==> src/rtl/alu_response_misr.sv <==
// alu_response_misr: 32-bit MISR compactor for ALU responses with golden compare; define ALU_MISR_FLAGS_EN to fold status flags into the signature
module alu_response_misr #(
  parameter logic [31:0] SEED    = 32'hFFFF_FFFF,
  parameter logic [31:0] POLY    = 32'h04C1_1DB7,
  parameter int          COUNT_W = 16
) (
  input  logic               clock,
  input  logic               reset_n,
  input  logic               start,
  input  logic [COUNT_W-1:0] num_samples,
  input  logic [31:0]        golden,
  input  logic               in_valid,
  input  logic [31:0]        out,
  input  logic               overflow,
  input  logic               zero,
  input  logic               negative,
  output logic               in_ready,
  output logic [31:0]        signature,
  output logic [COUNT_W-1:0] sample_count,
  output logic               busy,
  output logic               done,
  output logic               pass
);
  typedef enum logic [1:0] {IDLE, RUN, DONE} state_t;
  state_t state_q, state_d;
  logic [31:0] sig_q, sig_d, gold_q, gold_d, data;
  logic [COUNT_W-1:0] cnt_q, cnt_d, num_q, num_d;
  logic busy_q, busy_d, done_q, done_d, pass_q, pass_d, rdy_q, rdy_d;
  logic launch, accept, last;
`ifdef ALU_MISR_FLAGS_EN
  assign data = out ^ {overflow, zero, negative, 29'b0};
`else
  logic unused_flags;
  assign unused_flags = overflow ^ zero ^ negative;
  assign data = out;
`endif
  assign launch = start && state_q != RUN;
  assign accept = in_valid && rdy_q;
  assign last = cnt_q == num_q - 1'b1;
  // next-state, signature fold, counters and registered status outputs
  always_comb begin
    state_d = launch ? (num_samples == '0 ? DONE : RUN) : (accept && last) ? DONE : state_q;
    sig_d   = launch ? SEED : accept ? ({sig_q[30:0], 1'b0} ^ (sig_q[31] ? POLY : 32'h0) ^ data) : sig_q;
    cnt_d   = launch ? '0 : accept ? cnt_q + 1'b1 : cnt_q;
    num_d   = launch ? num_samples : num_q;
    gold_d  = launch ? golden : gold_q;
    busy_d  = state_d == RUN;
    rdy_d   = state_d == RUN;
    done_d  = state_d == DONE;
    pass_d  = state_d == DONE && sig_d == gold_d;
  end
  // all state with asynchronous active-low reset
  always_ff @(posedge clock or negedge reset_n) begin
    if (!reset_n) begin
      state_q <= IDLE;
      sig_q   <= SEED;
      cnt_q   <= '0;
      num_q   <= '0;
      gold_q  <= '0;
      busy_q  <= 1'b0;
      rdy_q   <= 1'b0;
      done_q  <= 1'b0;
      pass_q  <= 1'b0;
    end else begin
      state_q <= state_d;
      sig_q   <= sig_d;
      cnt_q   <= cnt_d;
      num_q   <= num_d;
      gold_q  <= gold_d;
      busy_q  <= busy_d;
      rdy_q   <= rdy_d;
      done_q  <= done_d;
      pass_q  <= pass_d;
    end
  end
  assign in_ready     = rdy_q;
  assign signature    = sig_q;
  assign sample_count = cnt_q;
  assign busy         = busy_q;
  assign done         = done_q;
  assign pass         = pass_q;
endmodule

==> config.mk <==
export PLATFORM = sky130hd
export DESIGN_NAME = alu_response_misr
export DESIGN_NICKNAME = d
export VERILOG_FILES = /design/src/rtl/alu_response_misr.sv
export SDC_FILE = /design/constraint.sdc
export NUM_CORES = 1
export LEC_CHECK = 0
export CAP_MARGIN = 20
export CORE_ASPECT_RATIO = 0.6
export CORE_MARGIN = 5
export CORE_UTILIZATION = 54
export DETAILED_ROUTE_END_ITERATION = 6
export PLACE_DENSITY = 0.95
export SLEW_MARGIN = 15
export SYNTH_ARGS = -nofsm -noshare
export SYNTH_HDL_FRONTEND = slang
export SYNTH_SLANG_ARGS = --single-unit
==> constraint.sdc <==
create_clock -name clock -period 6.8 [get_ports clock]
set_clock_uncertainty 0.15 [all_clocks]
set_input_delay 1.02 -clock clock [delete_from_list [all_inputs] [get_ports clock]]
set_output_delay 1.02 -clock clock [all_outputs]
set_load 0.005 [all_outputs]
==> impl_metrics.xml, run 1 <==
<?xml version="1.0" encoding="UTF-8"?>
<metrics>
  <group name="run_status">
    <metric name="status" unit="">finished, final reports clean</metric>
  </group>
  <group name="routing">
    <metric name="vias" unit="">4735</metric>
    <metric name="router_iterations_before_antenna_repair" unit="">6</metric>
    <metric name="drt-initial-drc-count" unit="">387</metric>
    <metric name="post-route-drc-count" unit="">0</metric>
    <metric name="drt-wirelength-per-cell" unit="um">19.3</metric>
    <metric name="ant_nets" unit="">0</metric>
    <metric name="vias_per_cell" unit="">5.72</metric>
    <metric name="wl" unit="um">16000</metric>
  </group>
  <group name="cells_and_area">
    <metric name="drive_gt1_share" unit="%">12.0</metric>
    <metric name="finalCoreUtilization" unit="%">73.0</metric>
    <metric name="nNetsFinal" unit="">777</metric>
    <metric name="synthToLayoutAreaGrowth" unit="%">30.4</metric>
    <metric name="antennaDiodeCount" unit="">0</metric>
  </group>
  <group name="cts">
    <metric name="level_count_of_the_clock_h_tree" unit="">3</metric>
    <metric name="root_buffer" unit="">sky130_fd_sc_hd__clkbuf_16</metric>
    <metric name="cts.path.max_buffers" unit="">2</metric>
    <metric name="clk_pin_slew_worst_paths" unit="ns">0.07</metric>
    <metric name="post_cts_setup_buffers" unit="">0</metric>
    <metric name="clkSinkCount" unit="">101</metric>
    <metric name="cts_resized" unit="">0</metric>
    <metric name="cts_inserted_buffers" unit="">9</metric>
    <metric name="cts_tree" unit="">built</metric>
    <metric name="cts-hold-fix-buffers" unit="">0</metric>
    <metric name="clkLatencyLatePin" unit="ns">0.34</metric>
  </group>
  <group name="power_and_ir_drop">
    <metric name="vdd.ir_drop.worst" unit="mV">0.219</metric>
    <metric name="p_clk_share" unit="%">16.8</metric>
    <metric name="p_switching" unit="W">0.00111</metric>
    <metric name="cell_internal_pwr" unit="W">0.00187</metric>
    <metric name="power.density" unit="nW/um2">411</metric>
    <metric name="p_leak" unit="nW">2.93</metric>
    <metric name="seq_power_share" unit="%">39.2</metric>
    <metric name="p_comb_share" unit="%">44.0</metric>
    <metric name="sw_frac_of_total" unit="%">37.1</metric>
  </group>
  <group name="grt">
    <metric name="first_pass_grt_wire_length" unit="um">25600</metric>
    <metric name="grt_overall_usage" unit="%">26.4</metric>
    <metric name="grt_overflow_total" unit="">0</metric>
    <metric name="grt_antenna_before_repair" unit="">0</metric>
    <metric name="grt_max_degree" unit="">82</metric>
    <metric name="first_global_vias" unit="">4781</metric>
  </group>
  <group name="synthesis">
    <metric name="synth_seq_cells" unit="">101</metric>
    <metric name="async_flop_share" unit="%">100</metric>
    <metric name="synth.net_count" unit="">657</metric>
    <metric name="synth_cell_type_count" unit="">62</metric>
    <metric name="synthesis.area_per_instance" unit="um2">9.80</metric>
    <metric name="synth_enable_flop_cells" unit="">0</metric>
    <metric name="synthesis.yosys.warnings" unit="">0</metric>
    <metric name="synthFlopType" unit="">sky130_fd_sc_hd__dfrtp_1</metric>
    <metric name="netlist_area" unit="um2">5570</metric>
    <metric name="synth_sequential_area_ratio" unit="%">46.1</metric>
    <metric name="syn-instance-count" unit="">568</metric>
  </group>
  <group name="sta">
    <metric name="timing.final.max_slew_violations" unit="">0</metric>
    <metric name="hold_viol_final" unit="">0</metric>
    <metric name="holdWs" unit="ns">0.357</metric>
    <metric name="final_min_period_over_clock_period" unit="%">59.2</metric>
    <metric name="fin_tns_setup" unit="ns">0</metric>
    <metric name="max_slew.worst_pin.slew" unit="ns">0.991</metric>
    <metric name="fmax" unit="MHz">248</metric>
    <metric name="setup_viol" unit="">0</metric>
    <metric name="slew-limit-headroom" unit="%">33.9</metric>
    <metric name="rsz_0062_raised_after_global_routing" unit="">no</metric>
    <metric name="fin_crit" unit="ns">4.03</metric>
  </group>
  <group name="floorplanning">
    <metric name="coreArea" unit="um2">9950</metric>
    <metric name="design.die.area" unit="um2">12500</metric>
    <metric name="die_h" unit="um">88.7</metric>
    <metric name="die-width" unit="um">141</metric>
    <metric name="core_rows" unit="">28</metric>
    <metric name="floorplan.initialDensity" unit="%">56.0</metric>
    <metric name="boundaryPins" unit="">139</metric>
  </group>
  <group name="setup_path">
    <metric name="startpoint_types" unit="">input pin</metric>
    <metric name="timing.critical_path.cells" unit="">clkdlybuf4s50_1, and2_4, mux2_2, xor2_1, nor4_1, nand4_1, nand4b_1, a211oi_2</metric>
    <metric name="critical_path_arrival" unit="ns">4.13</metric>
    <metric name="worst_ep_required_time" unit="ns">6.90</metric>
    <metric name="timing.reg2reg.worst_path_depth" unit="">8</metric>
    <metric name="critPathMaxStageDelay" unit="ns">0.80</metric>
    <metric name="crit_path_end_kind" unit="">flip-flop</metric>
    <metric name="cp_slowest_cell" unit="">sky130_fd_sc_hd__and2_4</metric>
    <metric name="path_class" unit="">in -&gt; reg</metric>
    <metric name="critPathMaxFanout" unit="">81</metric>
  </group>
  <group name="placed_design">
    <metric name="place_congestion" unit="">0.912</metric>
    <metric name="io_buffers" unit="">135</metric>
    <metric name="dp_hpwl" unit="um">11800</metric>
  </group>
  <group name="hold_path">
    <metric name="hold_depth" unit="">1</metric>
    <metric name="hold_class" unit="">reg -&gt; reg</metric>
  </group>
  <group name="run">
    <metric name="max_cap_violations" unit="">0</metric>
  </group>
</metrics>
## synth_stat cells (4+ instances only)
master	n	share of area (%)
sky130_fd_sc_hd__o21ai_0	16	1.4
sky130_fd_sc_hd__clkbuf_1	16	1.1
sky130_fd_sc_hd__and3_1	4	0.45
sky130_fd_sc_hd__inv_1	11	0.74
sky130_fd_sc_hd__dfrtp_1	69	31
sky130_fd_sc_hd__nand2_1	105	7.1
sky130_fd_sc_hd__or3_1	4	0.45
sky130_fd_sc_hd__a21oi_1	17	1.5
sky130_fd_sc_hd__nor4_1	8	0.90
sky130_fd_sc_hd__dfstp_2	32	15
sky130_fd_sc_hd__o211ai_1	18	2.4
sky130_fd_sc_hd__nand4_1	4	0.45
sky130_fd_sc_hd__o311ai_0	4	0.63
sky130_fd_sc_hd__nor3_1	7	0.63
sky130_fd_sc_hd__mux2_2	19	3.8
sky130_fd_sc_hd__mux2i_1	15	2.7
sky130_fd_sc_hd__xor2_1	30	4.7
sky130_fd_sc_hd__xnor2_1	67	11
sky130_fd_sc_hd__nor2_1	33	2.2
sky130_fd_sc_hd__nand3_1	25	2.2
sky130_fd_sc_hd__buf_2	6	0.54
## cells by family (layout without fill, tap and decap cells)
logic type | after synthesis | count (layout) | share of synthesized area, %
AND/OR/NAND/NOR | 214 | 214 | 18.4
flip-flops | 101 | 101 | 46.1
AO/OA/AOI/OAI | 78 | 78 | 9.48
XOR/XNOR | 97 | 97 | 15.3
adder cells (fa/ha/maj) | 2 | 2 | 0.449
multiplexers | 36 | 36 | 7.08
buffers and inverters | 40 | 165 | 3.24
## cell usage in the layout, fill, tap and decap left out, types with 2 or more instances in the layout
cell type / count
sky130_fd_sc_hd__a211o_1: 3
sky130_fd_sc_hd__and2_0: 2
sky130_fd_sc_hd__o22a_1: 2
sky130_fd_sc_hd__dfstp_2: 32
sky130_fd_sc_hd__o311ai_0: 4
sky130_fd_sc_hd__o21ai_0: 16
sky130_fd_sc_hd__mux2_2: 19
sky130_fd_sc_hd__nor2_1: 33
sky130_fd_sc_hd__clkbuf_8: 3
sky130_fd_sc_hd__ha_1: 2
sky130_fd_sc_hd__and3_1: 4
sky130_fd_sc_hd__nand3_1: 25
sky130_fd_sc_hd__clkdlybuf4s50_1: 134
sky130_fd_sc_hd__mux2_4: 2
sky130_fd_sc_hd__nor4_1: 8
sky130_fd_sc_hd__dfrtp_1: 69
sky130_fd_sc_hd__a21oi_1: 17
sky130_fd_sc_hd__xnor2_1: 67
sky130_fd_sc_hd__inv_1: 11
sky130_fd_sc_hd__o211ai_1: 18
sky130_fd_sc_hd__nand4b_1: 2
sky130_fd_sc_hd__xor2_1: 30
sky130_fd_sc_hd__clkbuf_16: 9
sky130_fd_sc_hd__a31oi_1: 3
sky130_fd_sc_hd__mux2i_1: 15
sky130_fd_sc_hd__nand4_1: 4
sky130_fd_sc_hd__or4_1: 3
sky130_fd_sc_hd__nor3_1: 7
sky130_fd_sc_hd__nand2_1: 105
sky130_fd_sc_hd__buf_4: 4
sky130_fd_sc_hd__or3_1: 4
sky130_fd_sc_hd__clkinvlp_4: 2
sky130_fd_sc_hd__or2_1: 2
sky130_fd_sc_hd__o31ai_1: 2
## power groups by stage
stage	Sequential (W)	Combinational (W)	Clock [W]
floorplan	0.00108	0.000848	0
global placement	0.00115	0.00123	0
detailed placement	0.00117	0.00129	0
CTS	0.00116	0.00131	0.000504
global route	0.00120	0.00143	0.000534
finish	0.00117	0.00131	0.000500
## critical path, delay by kind of cell
kind                   cells  cell delay, ns
AND/OR/NAND/NOR            4            1.72
buffers and inverters      1            0.51
multiplexers               1            0.44
AO/OA/AOI/OAI              1            0.23
XOR/XNOR                   1            0.14
## registers in the layout (all words and copies together) (netlist names)
signal        flops
signature        32
done              1
gold_q           32
in_ready          1
state_q           2
sample_count     16
pass              1
num_q            16
## per-layer routing
| metal | GRT usage, % | share of wire, % | vias to the layer above |
|---|---|---|---|
| li1 | - | - | 2182 |
| met1 | 35.3 | 44 | 2339 |
| met2 | 42.9 | 46 | 190 |
| met3 | 7.40 | 8.0 | 24 |
| met4 | 7.12 | 1.7 | 0 |
| met5 | 0 | 0 | - |
## cell type report
| type | instances | area (um2) |
|---|---|---|
| flip-flops and latches | 101 | 2570 |
| clock inverters | 3 | 20.0 |
| fillers | 692 | 2690 |
| multi-input cells | 427 | 2820 |
| inverters | 11 | 41.3 |
| clock buffers | 13 | 270 |
| repair buffers | 138 | 1370 |
| well taps | 135 | 169 |
## worst paths after layout
path,slack [ns],end,from
max reg2reg,3.45,pass,state_q[0]
min in group asynchronous,0.46,gold_q[15],reset_n
min reg2reg,0.36,gold_q[21],gold_q[21]
max,2.77,pass,start
max in group asynchronous,4.82,gold_q[22],reset_n
min,0.36,gold_q[21],gold_q[21]
## stage by stage
step           area [um2]  worst slack, ns  cells  total power [W]
3_5_place_dp         6970             2.47    812          0.00246
2_1_floorplan        5570             3.97    568          0.00193
6_report             7260             2.77    828          0.00298
5_1_grt              7260             2.67    828          0.00316
4_1_cts              7260             2.86    828          0.00297
3_3_place_gp         6970             2.61    812          0.00238
Power figures use the tool's default switching activity.
==> inputs of run 2 (changes only) <==
Settings changed: CORE_UTILIZATION 54 to 50, PLACE_DENSITY 0.95 to 0.92.
Clock period 6.8 ns to 4.1 ns, I/O delays scaled along.
==> run 2 against run 1 <==
Global-route usage decreased by 2.3 points; clock-buffer cell count decreased by 3; cell area increased by 1.0%; non-clock buffer count increased by 6; largest power group unchanged; register-to-register slack got worse by 2.3 ns; sequential share of layout area decreased by 0.35 points.
==> impl_metrics.xml, run 2 (synthesized netlist as in run 1, its figures left out) <==
<?xml version="1.0" encoding="UTF-8"?>
<metrics>
  <group name="run_status">
    <metric name="status" unit="">finished, final reports clean</metric>
  </group>
  <group name="sta">
    <metric name="timing.final.max_slew_violations" unit="">0</metric>
    <metric name="slew-limit-headroom" unit="%">41.0</metric>
    <metric name="max_slew.worst_pin.slew" unit="ns">0.874</metric>
    <metric name="final_min_period_over_clock_period" unit="%">78.0</metric>
    <metric name="rsz_0062_raised_after_global_routing" unit="">no</metric>
    <metric name="fmax" unit="MHz">313</metric>
    <metric name="fin_crit" unit="ns">3.20</metric>
    <metric name="setup_viol" unit="">0</metric>
    <metric name="hold_viol_final" unit="">0</metric>
    <metric name="fin_tns_setup" unit="ns">0</metric>
    <metric name="holdWs" unit="ns">0.125</metric>
  </group>
  <group name="routing">
    <metric name="vias" unit="">4783</metric>
    <metric name="drt-wirelength-per-cell" unit="um">18.9</metric>
    <metric name="ant_nets" unit="">0</metric>
    <metric name="wl" unit="um">15800</metric>
    <metric name="drt-initial-drc-count" unit="">537</metric>
    <metric name="router_iterations_before_antenna_repair" unit="">5</metric>
    <metric name="post-route-drc-count" unit="">0</metric>
    <metric name="vias_per_cell" unit="">5.71</metric>
  </group>
  <group name="grt">
    <metric name="grt_overall_usage" unit="%">24.1</metric>
    <metric name="grt_max_degree" unit="">51</metric>
    <metric name="first_global_vias" unit="">4897</metric>
    <metric name="grt_overflow_total" unit="">0</metric>
    <metric name="grt_antenna_before_repair" unit="">0</metric>
    <metric name="first_pass_grt_wire_length" unit="um">26000</metric>
  </group>
  <group name="power_and_ir_drop">
    <metric name="p_leak" unit="nW">2.97</metric>
    <metric name="cell_internal_pwr" unit="W">0.00313</metric>
    <metric name="p_comb_share" unit="%">44.1</metric>
    <metric name="sw_frac_of_total" unit="%">37.4</metric>
    <metric name="vdd.ir_drop.worst" unit="mV">0.337</metric>
    <metric name="p_clk_share" unit="%">17.3</metric>
    <metric name="power.density" unit="nW/um2">682</metric>
    <metric name="p_switching" unit="W">0.00187</metric>
    <metric name="seq_power_share" unit="%">38.6</metric>
  </group>
  <group name="setup_path">
    <metric name="crit_path_end_kind" unit="">flip-flop</metric>
    <metric name="worst_setup_path_start" unit="">start</metric>
    <metric name="startpoint_types" unit="">input pin</metric>
    <metric name="cp_slowest_cell" unit="">sky130_fd_sc_hd__clkdlybuf4s50_1</metric>
    <metric name="critPathMaxStageDelay" unit="ns">0.53</metric>
    <metric name="timing.critical_path.cells" unit="">clkdlybuf4s50_1, and2_4, mux2_2, xor2_1, nor4_1, nand4_1, nand4b_1, a211oi_2</metric>
    <metric name="worst_ep_required_time" unit="ns">4.22</metric>
    <metric name="critical_path.endpoint" unit="">pass</metric>
    <metric name="crit_cells" unit="">8</metric>
    <metric name="regToRegSetupSlack" unit="ns">1.17</metric>
    <metric name="critical_path_arrival" unit="ns">3.31</metric>
    <metric name="r2r-end" unit="">pass</metric>
    <metric name="path_class" unit="">in -&gt; reg</metric>
    <metric name="regToRegStartpoint" unit="">state_q[0]</metric>
    <metric name="path_buf_inv" unit="">1</metric>
    <metric name="critPathMaxFanout" unit="">43</metric>
    <metric name="timing.reg2reg.worst_path_depth" unit="">8</metric>
    <metric name="kind_of_cell_adding_the_most_delay_to_the_critical_path" unit="">simple AND/OR/NAND/NOR gates</metric>
  </group>
  <group name="cells_and_area">
    <metric name="finish.cell_count_without_fillers" unit="">838</metric>
    <metric name="n_fill_cell" unit="">780</metric>
    <metric name="nNetsFinal" unit="">783</metric>
    <metric name="antennaDiodeCount" unit="">0</metric>
    <metric name="synthToLayoutAreaGrowth" unit="%">31.7</metric>
    <metric name="finalCoreUtilization" unit="%">68.3</metric>
    <metric name="most_common_cell_after_layout_fill_and_taps_aside" unit="">sky130_fd_sc_hd__clkdlybuf4s50_1</metric>
    <metric name="final_cell_mix" unit="">sky130_fd_sc_hd__clkdlybuf4s50_1, sky130_fd_sc_hd__nand2_1, sky130_fd_sc_hd__dfrtp_1</metric>
    <metric name="drive_gt1_share" unit="%">12.7</metric>
  </group>
  <group name="floorplanning">
    <metric name="die_h" unit="um">91.8</metric>
    <metric name="coreArea" unit="um2">10700</metric>
    <metric name="core_rows" unit="">29</metric>
    <metric name="die-width" unit="um">146</metric>
    <metric name="design.die.area" unit="um2">13400</metric>
    <metric name="boundaryPins" unit="">139</metric>
    <metric name="floorplan.initialDensity" unit="%">51.9</metric>
  </group>
  <group name="cts">
    <metric name="clk_pin_slew_worst_paths" unit="ns">0.07</metric>
    <metric name="root_buffer" unit="">sky130_fd_sc_hd__clkbuf_16</metric>
    <metric name="cts-hold-fix-buffers" unit="">0</metric>
    <metric name="cts_resized" unit="">0</metric>
    <metric name="clkSinkCount" unit="">101</metric>
    <metric name="cts_tree" unit="">built</metric>
    <metric name="clkLatencyLatePin" unit="ns">0.35</metric>
    <metric name="level_count_of_the_clock_h_tree" unit="">3</metric>
    <metric name="post_cts_setup_buffers" unit="">0</metric>
    <metric name="cts.path.max_buffers" unit="">2</metric>
    <metric name="cts_inserted_buffers" unit="">9</metric>
  </group>
  <group name="hold_path">
    <metric name="hold_class" unit="">in -&gt; async</metric>
  </group>
  <group name="run">
    <metric name="max_cap_violations" unit="">0</metric>
  </group>
  <group name="placed_design">
    <metric name="dpl.cell_count" unit="">822</metric>
    <metric name="place_congestion" unit="">0.873</metric>
    <metric name="dp_hpwl" unit="um">12100</metric>
    <metric name="io_buffers" unit="">135</metric>
  </group>
</metrics>
-- run 2: cell types whose count changed in the layout (fill, tap and decap cells not counted), sizes merged --
cell and change:
bufinv +1, buf +6, clkbuf -3, clkinv +1
inv +1
-- run 2: area by class of cell --
class	count	area (um2)	area share [%]
Tap cell	139	174	2.37
Multi-Input combinational cell	427	2820	38.5
Clock inverter	6	71.3	0.973
Inverter	11	41.3	0.563
Clock buffer	10	229	3.12
Timing Repair Buffer	144	1430	19.5
Sequential cell	101	2570	35.0
-- run 2: power by group through the flow --
| stage | clock network (W) | logic, W | registers (W) |
|---|---|---|---|
| after floorplan | 0 | 0.00141 | 0.00180 |
| after global placement | 0 | 0.00206 | 0.00190 |
| after detailed placement | 0 | 0.00216 | 0.00194 |
| after CTS | 0.000869 | 0.00219 | 0.00192 |
| after global routing | 0.000913 | 0.00240 | 0.00199 |
| final | 0.000867 | 0.00221 | 0.00193 |
-- run 2: worst min path at each step --
stage | start | endpoint | cells after the start
detailed placement | gold_q[10] | gold_q[10] | 2
floorplan | reset_n | done | 0
global route | reset_n | gold_q[28] | 1
global placement | gold_q[10] | gold_q[10] | 2
finish | reset_n | gold_q[28] | 1
CTS | reset_n | gold_q[17] | 1
-- run 2: through the flow --
stage | power, W | worst slack (ns) | area, um2
after floorplan | 0.00320 | 1.67 | 5570
after global placement | 0.00396 | 0.596 | 7030
after detailed placement | 0.00410 | 0.630 | 7030
final | 0.00500 | 0.901 | 7330
after global routing | 0.00530 | 0.823 | 7330
after CTS | 0.00499 | 0.959 | 7330
-- run 2: layer usage --
metal  part of all wire (%)  GRT usage, %  vias to the layer above  wire, um
met5                      0             0                        -         0
met4                    1.7          6.73                        0       275
met3                    8.2          5.96                       23      1290
met2                     45          37.6                      231      7120
met1                     45          33.6                     2328      7150
li1                       -             -                     2201         -
==> inputs of run 3 (changes only) <==
Clock period 4.1 ns to 3.29 ns, I/O delays scaled along.
==> run 3 against run 2 <==
Cell area up 0.78%; cell count increased by 0.60%; routed wire length increased by 1.1%; first-iteration DRC count fell by 23%; global-route usage is 0.14 points higher; register-to-register slack worse by 0.71 ns; core utilization grew 0.54 points.
==> impl_metrics.xml, run 3 (synthesized netlist as in run 1, its figures left out) <==
<?xml version="1.0" encoding="UTF-8"?>
<metrics>
  <group name="routing">
    <metric name="post-route-drc-count" unit="">0</metric>
    <metric name="vias_per_cell" unit="">5.68</metric>
    <metric name="drt-wirelength-per-cell" unit="um">19.0</metric>
    <metric name="router_iterations_before_antenna_repair" unit="">5</metric>
    <metric name="drt-initial-drc-count" unit="">412</metric>
    <metric name="wl" unit="um">16000</metric>
    <metric name="ant_nets" unit="">0</metric>
    <metric name="vias" unit="">4789</metric>
  </group>
  <group name="setup_path">
    <metric name="critPathMaxFanout" unit="">27</metric>
    <metric name="worst_ep_required_time" unit="ns">3.40</metric>
    <metric name="regToRegStartpoint" unit="">num_q[0]</metric>
    <metric name="timing.reg2reg.worst_path_depth" unit="">10</metric>
    <metric name="regToRegSetupSlack" unit="ns">0.46</metric>
    <metric name="critical_path_arrival" unit="ns">3.03</metric>
    <metric name="path_class" unit="">in -&gt; reg</metric>
    <metric name="r2r-end" unit="">pass</metric>
    <metric name="startpoint_types" unit="">input pin</metric>
    <metric name="crit_path_end_kind" unit="">flip-flop</metric>
  </group>
  <group name="cts">
    <metric name="cts-hold-fix-buffers" unit="">1</metric>
    <metric name="level_count_of_the_clock_h_tree" unit="">3</metric>
    <metric name="clkSinkCount" unit="">101</metric>
    <metric name="clk_pin_slew_worst_paths" unit="ns">0.07</metric>
    <metric name="root_buffer" unit="">sky130_fd_sc_hd__clkbuf_16</metric>
    <metric name="cts_resized" unit="">0</metric>
    <metric name="clkLatencyLatePin" unit="ns">0.35</metric>
    <metric name="cts.path.max_buffers" unit="">2</metric>
    <metric name="cts_inserted_buffers" unit="">9</metric>
    <metric name="cts_tree" unit="">built</metric>
    <metric name="post_cts_setup_buffers" unit="">0</metric>
  </group>
  <group name="cells_and_area">
    <metric name="most_common_cell_after_layout_fill_and_taps_aside" unit="">sky130_fd_sc_hd__clkdlybuf4s50_1</metric>
    <metric name="drive_gt1_share" unit="%">13.4</metric>
    <metric name="nNetsFinal" unit="">788</metric>
    <metric name="antennaDiodeCount" unit="">0</metric>
    <metric name="final_cell_mix" unit="">sky130_fd_sc_hd__clkdlybuf4s50_1, sky130_fd_sc_hd__nand2_1, sky130_fd_sc_hd__dfrtp_1</metric>
    <metric name="synthToLayoutAreaGrowth" unit="%">32.7</metric>
  </group>
  <group name="power_and_ir_drop">
    <metric name="p_clk_share" unit="%">16.8</metric>
    <metric name="cell_internal_pwr" unit="W">0.00389</metric>
    <metric name="p_total" unit="W">0.00621</metric>
    <metric name="seq_power_share" unit="%">38.6</metric>
    <metric name="power.density" unit="nW/um2">840</metric>
    <metric name="sw_frac_of_total" unit="%">37.4</metric>
    <metric name="p_comb_share" unit="%">44.6</metric>
    <metric name="vdd.ir_drop.worst" unit="mV">0.463</metric>
    <metric name="p_switching" unit="W">0.00233</metric>
    <metric name="p_leak" unit="nW">3.00</metric>
  </group>
  <group name="grt">
    <metric name="grt_max_degree" unit="">59</metric>
    <metric name="grt_overall_usage" unit="%">24.2</metric>
    <metric name="grt_antenna_before_repair" unit="">0</metric>
    <metric name="grt_overflow_total" unit="">0</metric>
    <metric name="first_pass_grt_wire_length" unit="um">26100</metric>
    <metric name="first_global_vias" unit="">4827</metric>
  </group>
  <group name="hold_path">
    <metric name="hold_depth" unit="">2</metric>
    <metric name="hold_class" unit="">reg -&gt; reg</metric>
    <metric name="min_from" unit="">num_q[15]</metric>
    <metric name="worstHoldEndpoint" unit="">num_q[15]</metric>
  </group>
  <group name="floorplanning">
    <metric name="boundaryPins" unit="">139</metric>
    <metric name="die_h" unit="um">91.8</metric>
    <metric name="coreArea" unit="um2">10700</metric>
    <metric name="core_rows" unit="">29</metric>
    <metric name="design.die.area" unit="um2">13400</metric>
    <metric name="floorplan.initialDensity" unit="%">51.9</metric>
    <metric name="die-width" unit="um">146</metric>
  </group>
  <group name="placed_design">
    <metric name="dp_worst_setup_slack" unit="ns">-0.0122</metric>
    <metric name="dp_hpwl" unit="um">12100</metric>
    <metric name="io_buffers" unit="">135</metric>
    <metric name="place_congestion" unit="">0.936</metric>
  </group>
  <group name="sta">
    <metric name="timing.final.max_slew_violations" unit="">0</metric>
    <metric name="max_slew.worst_pin.slew" unit="ns">0.568</metric>
    <metric name="hold_viol_final" unit="">0</metric>
    <metric name="fin_crit" unit="ns">2.91</metric>
    <metric name="setup_viol" unit="">0</metric>
    <metric name="rsz_0062_raised_after_global_routing" unit="">no</metric>
    <metric name="fmax" unit="MHz">343</metric>
    <metric name="final_min_period_over_clock_period" unit="%">88.5</metric>
    <metric name="slew-limit-headroom" unit="%">62.1</metric>
    <metric name="fin_ws" unit="ns">0.378</metric>
  </group>
  <group name="run_status">
    <metric name="status" unit="">finished, final reports clean</metric>
  </group>
  <group name="run">
    <metric name="max_cap_violations" unit="">0</metric>
  </group>
</metrics>
run 3: cell count changes in the layout (fill, tap and decap cells not counted):
cell	before	now
sky130_fd_sc_hd__clkinvlp_4	2	1
sky130_fd_sc_hd__bufinv_16	1	0
sky130_fd_sc_hd__clkbuf_1	1	0
sky130_fd_sc_hd__inv_6	1	2
sky130_fd_sc_hd__buf_12	1	3
sky130_fd_sc_hd__inv_8	0	1
sky130_fd_sc_hd__clkbuf_8	0	1
sky130_fd_sc_hd__buf_4	9	11
sky130_fd_sc_hd__dlygate4sd3_1	0	1
run 3: worst max path at each step:
stage,to,from,depth (start not counted),slack (ns)
after global routing,pass,num_q[0],10,0.19
final,pass,start,8,0.38
after CTS,pass,start,8,0.34
after global placement,pass,start,8,0.09
after floorplan,pass,num_q[0],11,0.87
after detailed placement,pass,start,9,-0.01
run 3: worst max-delay path: stages:
cell	delay, ns
sky130_fd_sc_hd__clkdlybuf4s50_1	0.51
sky130_fd_sc_hd__and2_4	0.41
sky130_fd_sc_hd__mux2_2	0.41
sky130_fd_sc_hd__xor2_1	0.14
sky130_fd_sc_hd__nor4_1	0.35
sky130_fd_sc_hd__nand4_1	0.24
sky130_fd_sc_hd__nand4b_1	0.24
sky130_fd_sc_hd__a211oi_2	0.21
run 3: final cells by class:
class	count	area [um2]
Fill cell	750	3350
Multi-Input combinational cell	427	2820
Sequential cell	101	2570
Timing Repair Buffer	149	1490
Clock buffer	10	239
Tap cell	139	174
Clock inverter	6	53.8
Inverter	11	41.3
run 3: power by group through the flow:
stage	clock network, W	registers, W	logic (W)
2_1_floorplan	0	0.00224	0.00175
3_3_place_gp	0	0.00236	0.00260
3_5_place_dp	0	0.00240	0.00272
4_1_cts	0.00106	0.00239	0.00277
5_1_grt	0.00112	0.00246	0.00303
6_report	0.00104	0.00240	0.00277
run 3: layer usage:
metal | global-route usage (%) | wire length [um] | vias up
met4 | 6.34 | 288 | 0
li1 | - | - | 2220
met2 | 37.1 | 7250 | 212
met3 | 5.96 | 1210 | 25
met5 | 0 | 0 | -
met1 | 34.5 | 7260 | 2332
run 3: stage by stage:
step / std cells / hold slack, ns / TNS (ns) / util (%) / instance area (um2)
6_report: 843 / 0.349 / 0 / 68.8 / 7390
3_5_place_dp: 826 / 0.336 / -0.0122 / 66.0 / 7090
5_1_grt: 843 / 0.375 / 0 / 68.8 / 7390
2_1_floorplan: 568 / 0.0479 / 0 / - / 5570
3_3_place_gp: 826 / 0.326 / 0 / 66.0 / 7090
4_1_cts: 843 / 0.353 / 0 / 68.8 / 7390
